--- src/rtl/quad_pkg.sv ---
// Shared types and helpers for the quadrature decoder.
// Phase encoding is {A,B}; the up sequence is 00->10->11->01->00.
package quad_pkg;

  localparam int FILTER_CNT_W = 4;
  localparam int SEED_W       = 5;

  typedef enum logic [1:0] {
    S00 = 2'b00,
    S10 = 2'b10,
    S11 = 2'b11,
    S01 = 2'b01
  } quad_phase_t;

  typedef struct packed {
    logic valid;
    logic up;
    logic illegal;
  } quad_dir_t;

  // Classify a phase move: one-bit step (with direction) or a double edge.
  function automatic quad_dir_t quad_dir(
    quad_phase_t prev,
    quad_phase_t next
  );
    quad_dir_t   r;
    quad_phase_t up_nxt;
    logic [1:0]  diff;
    r    = '0;
    diff = prev ^ next;
    case (prev)
      S00:     up_nxt = S10;
      S10:     up_nxt = S11;
      S11:     up_nxt = S01;
      default: up_nxt = S00;
    endcase
    if (diff == 2'b11) begin
      r.illegal = 1'b1;
    end else if (diff != 2'b00) begin
      r.valid = 1'b1;
      r.up    = (next == up_nxt);
    end
    return r;
  endfunction

endpackage

--- src/rtl/quad_glitch_filter.sv ---
// One encoder channel: 2-flop synchroniser followed by a
// persistence filter; seed forces the filter to track s2.
module quad_glitch_filter
  import quad_pkg::*;
#(
  parameter int unsigned FILTER_LEN = 4
) (
  input  logic clk,
  input  logic reset,
  input  logic d_in,
  input  logic seed,
  output logic filt,
  output logic filt_nxt
);

  localparam logic [FILTER_CNT_W-1:0] LEN =
    FILTER_CNT_W'(FILTER_LEN);

  logic                    s1_q, s1_d;
  logic                    s2_q, s2_d;
  logic                    filt_q, filt_d;
  logic [FILTER_CNT_W-1:0] cnt_q, cnt_d;
  logic [FILTER_CNT_W-1:0] cnt_inc;

  // Accept a new level only after LEN consecutive disagreeing cycles.
  always_comb begin
    s1_d    = d_in;
    s2_d    = s1_q;
    filt_d  = filt_q;
    cnt_d   = '0;
    cnt_inc = cnt_q + FILTER_CNT_W'(1);
    if (seed) begin
      filt_d = s2_q;
    end else if (s2_q != filt_q) begin
      if (cnt_inc == LEN) begin
        filt_d = s2_q;
      end else begin
        cnt_d = cnt_inc;
      end
    end
  end

  // Channel state registers.
  always_ff @(posedge clk) begin
    if (reset) begin
      s1_q   <= 1'b0;
      s2_q   <= 1'b0;
      filt_q <= 1'b0;
      cnt_q  <= '0;
    end else begin
      s1_q   <= s1_d;
      s2_q   <= s2_d;
      filt_q <= filt_d;
      cnt_q  <= cnt_d;
    end
  end

  assign filt     = filt_q;
  assign filt_nxt = filt_d;

endmodule

--- src/rtl/quad_decoder.sv ---
// Quadrature front end: filtered A/B phase tracking with x4
// step/direction output and double-edge error flagging.
module quad_decoder
  import quad_pkg::*;
#(
  parameter int unsigned FILTER_LEN = 4
) (
  input  logic clk,
  input  logic reset,
  input  logic a_in,
  input  logic b_in,
  input  logic err_clr,
  output logic step,
  output logic up,
  output logic err,
  output logic err_sticky
);

  localparam logic [SEED_W-1:0] SEED_N =
    SEED_W'(FILTER_LEN + 2);

  logic               filt_a, filt_b;
  logic               nxt_a, nxt_b;
  logic               seed;
  logic [SEED_W-1:0]  seed_q, seed_d;
  quad_phase_t        state_q, state_d;
  quad_phase_t        cur;
  quad_dir_t          dir;
  logic               step_q, step_d;
  logic               up_q, up_d;
  logic               err_q, err_d;
  logic               stk_q, stk_d;

  assign seed = (seed_q < SEED_N);

  quad_glitch_filter #(.FILTER_LEN(FILTER_LEN)) u_a (
    .clk      (clk),
    .reset    (reset),
    .d_in     (a_in),
    .seed     (seed),
    .filt     (filt_a),
    .filt_nxt (nxt_a)
  );

  quad_glitch_filter #(.FILTER_LEN(FILTER_LEN)) u_b (
    .clk      (clk),
    .reset    (reset),
    .d_in     (b_in),
    .seed     (seed),
    .filt     (filt_b),
    .filt_nxt (nxt_b)
  );

  // Decode phase moves; while seeding, state follows the loaded filters.
  always_comb begin
    cur     = quad_phase_t'({filt_a, filt_b});
    dir     = quad_dir(state_q, cur);
    seed_d  = seed ? seed_q + SEED_W'(1) : seed_q;
    state_d = seed ? quad_phase_t'({nxt_a, nxt_b}) : cur;
    step_d  = !seed && dir.valid;
    err_d   = !seed && dir.illegal;
    up_d    = step_d ? dir.up : up_q;
    stk_d   = err_d || (stk_q && !err_clr);
  end

  // Seed timer, phase register and registered outputs.
  always_ff @(posedge clk) begin
    if (reset) begin
      seed_q  <= '0;
      state_q <= S00;
      step_q  <= 1'b0;
      up_q    <= 1'b0;
      err_q   <= 1'b0;
      stk_q   <= 1'b0;
    end else begin
      seed_q  <= seed_d;
      state_q <= state_d;
      step_q  <= step_d;
      up_q    <= up_d;
      err_q   <= err_d;
      stk_q   <= stk_d;
    end
  end

  assign step       = step_q;
  assign up         = up_q;
  assign err        = err_q;
  assign err_sticky = stk_q;

endmodule

--- config.mk ---
export PLATFORM = sky130hd
export DESIGN_NAME = quad_decoder
export DESIGN_NICKNAME = d
export VERILOG_FILES = /design/src/rtl/quad_pkg.sv /design/src/rtl/quad_glitch_filter.sv /design/src/rtl/quad_decoder.sv
export SDC_FILE = /design/constraint.sdc
export NUM_CORES = 1
export LEC_CHECK = 0
export ABC_AREA = 1
export CAP_MARGIN = 20
export CORE_MARGIN = 2
export CORE_UTILIZATION = 45
export DETAILED_ROUTE_END_ITERATION = 8
export DONT_BUFFER_PORTS = 1
export PLACE_DENSITY = 0.6
export SYNTH_ARGS = -nofsm -noshare
export SYNTH_HDL_FRONTEND = slang
export SYNTH_SLANG_ARGS = --single-unit
--- constraint.sdc ---
create_clock -name clk -period 2 [get_ports clk]
set_input_delay 0.5 -clock clk [delete_from_list [all_inputs] [get_ports clk]]
set_output_delay 0.5 -clock clk [all_outputs]
set_load 0.005 [all_outputs]
==> out/qor.csv <==
stage,metric,value,unit
cts,htreeDepth,1,
cells_and_area,multiInputGateArea,414.1,um2
cts,cts-root-buf,clkbuf_4,
cts,cts.clk_slew.worst_paths,0.14,ns
routing,first_pass_iters,4,
timing,timing.slew.headroom,85.62,%
global_routing,grt_pass1_wl,2642,um
floorplan,io_pins,9,
floorplan,start_util,46.66,%
worst_setup_path,critical_path.cell_chain,xor2_1 -> inv_1 -> ha_1 -> nor2_1 -> o21ai_0 -> nor2_1 -> nor2_1 -> nor2_1,
worst_setup_path,startpoint_type,flop,
cts,clockBufferDepth,2,
synth,syn-num-nets,140,
synth,synth_cell_types,16,
synth,yosysSeqAreaShare,49.44,%
cells_and_area,seqCellArea,500.5,um2
global_routing,antenna_found_initial,0,
global_routing,grt-ovfl-total,0,
routing,wirelength,1408,um
worst_setup_path,path_delay_family,flip-flops,
routing,ant_nets,0,
cells_and_area,antennaDiodeCount,0,
routing,wl_met1,741,um
cts,cts_tree,built,
cts,clk_latency,0.32,ns
floorplan,core,0.002170,mm2
routing,wl_met2,608,um
cts,cts.sinks,25,
power_and_ir_drop,report.power.total,787.5,uW
synth,syn_avg_cell_area,7.786,um2
cells_and_area,syn2layout_area_growth,4.697,%
routing,viasPerCell,4.388,
synth,synth-seq-cells,25,
timing,rsz0062_at_grt,no,
worst_setup_path,path_buf_inv,1,
power_and_ir_drop,cellPowerDensity,743.1,mW/mm2
timing,tightest_slew,0.2154,ns
synth,synth_top_cell_area_share,49.44,%
synth,synth.area.top_cells,"dfxtp_1 (49%), nor2_1 (12%), inv_1 (8.2%), nand2_1 (6.3%), ha_1 (6.2%)",
cells_and_area,final_area,0.001060,mm2
power_and_ir_drop,power_leakage,0.0004649,uW
cts,ctsHoldBuffers,0,
cells_and_area,final_common_cell,nor2_1,
floorplan,rows,17,
routing,vias,702,
worst_setup_path,path_class,reg2reg,
place,gp_congestion,0.7222,
synth,syn_area,0.001012,mm2
cells_and_area,drive_above_1_share,5.303,%
cells_and_area,mostFrequentLayoutCells,"nor2_1 (33), dfxtp_1 (25), inv_1 (22), nand2_1 (17)",
cells_and_area,fillers,214,
routing,top_layer,met4,
synth,ys_warn_count,0,
routing,dr_wl_met3,45,um
power_and_ir_drop,peakVddDrop,0.4224,mV
cts,cts_setup_buffers,0,
synth,synth_top_cell_by_area,dfxtp_1,
worst_setup_path,crit_path_top_delay_cell,dfxtp_1,
global_routing,grt_pass1_vias,674,
worst_setup_path,required,2.27,ns
timing,maxSlewViolCount,0,
cells_and_area,final_nets,143,
timing,setup_viol,0,
cts,cts_resized,0,
routing,first_iter_violations,8,
run,cap_viol_max_count,0,
floorplan,die_w,51.43,um
routing,remaining_drc_errors,0,
timing,hold_violations,0,
worst_setup_path,cp_data_arrival_time,1.66,ns
hold_path,hp-class,in2reg,
timing,clock_skew,0.01185,ns
place,dpl.hpwl,1032,um
worst_setup_path,max_stage_delay,0.45,ns
floorplan,die_h,51.43,um
worst_setup_path,critPathMaxFanout,6,
worst_setup_path,r2r_slack,0.61,ns
place,placed_area,0.001032,mm2
global_routing,grt_max_degree,15,
cts,cts_buffers,3,
timing,period_minus_slack,1.389,ns
floorplan,dieArea,0.002645,mm2
cells_and_area,fin_util,48.85,%
run_status,status,"finished, final reports clean",
worst_setup_path,endpoint_kind,flop,
worst_setup_path,crit_top_cell,nor2_1,
routing,wl_per_cell,8.800,um
synth,synthCells,130,
timing,period_share,69.47,%
timing,fmax,0.7197,GHz
timing,finalSetupTns,0,ns
global_routing,grt_usage,13.25,%
place,portBuffers,0,
==> power by group <==
group          internal (uW)  total [uW]  switching [uW]
clock network           74.7         221             146
logic                   19.3        42.3            22.9
registers                513         524            11.7
==> metal layers <==
metal  global-route usage [%]  up-vias
met1                    15.64      299
met4                    6.579        0
met3                    2.632        2
met5                        0        -
li1                         -      392
met2                    22.65        9
==> layout make-up <==
| cell class | count | area share, % |
|---|---|---|
| inverter | 22 | 7.792 |
| tap | 28 | 3.306 |
| multi-input combinational | 81 | 39.08 |
| clock buffer | 3 | 2.125 |
| sequential | 25 | 47.23 |
| clock inverter | 1 | 0.4723 |
==> worst paths after layout <==
| kind | from | to | cells after the start |
|---|---|---|---|
| max reg2reg | flop | up | 8 |
| min reg2reg | u_b.s1_q | u_b.s2_q | 2 |
| max | flop | up | 8 |
| min | reset | u_a.s1_q | 1 |
==> logic make-up (layout without fill, tap and decap cells) <==
family / after synthesis / after routing / synth area share, %
simple gates: 59 / 59 / 23.36
xor+xnor: 7 / 7 / 6.057
compound gates: 10 / 10 / 5.315
fa+ha+maj: 5 / 5 / 6.180
buf+inv: 24 / 26 / 9.641
flops: 25 / 25 / 49.44
==> synth_stat cells <==
cell type,n
a21oi_1,3
a21oi_2,1
buf_6,1
clkbuf_1,1
dfxtp_1,25
ha_1,5
inv_1,22
nand2_1,17
nand2_2,1
nand3_1,6
nor2_1,33
nor2_2,1
o21ai_0,6
or2_1,1
xnor2_1,3
xor2_1,4
==> sequential cells by signal, indices dropped and copies added, names as in the netlist, named ones only <==
register / cells
err_sticky: 1
u_b.s2_q: 1
u_a.s1_q: 1
up: 1
u_b.cnt_q: 4
step: 1
u_a.cnt_q: 4
state_q: 2
seed_q: 5
u_a.s2_q: 1
err: 1
u_b.s1_q: 1
==> per-stage QoR <==
stage	hold WS (ns)	std cells	worst slack [ns]
after floorplan	0.3883	130	0.7673
after global placement	0.3915	156	0.6654
after detailed placement	0.3916	156	0.6469
after CTS	0.2169	160	0.6108
after global routing	0.1984	160	0.4369
final	0.2299	160	0.6105
No activity file was read; power rests on OpenSTA's default activity.
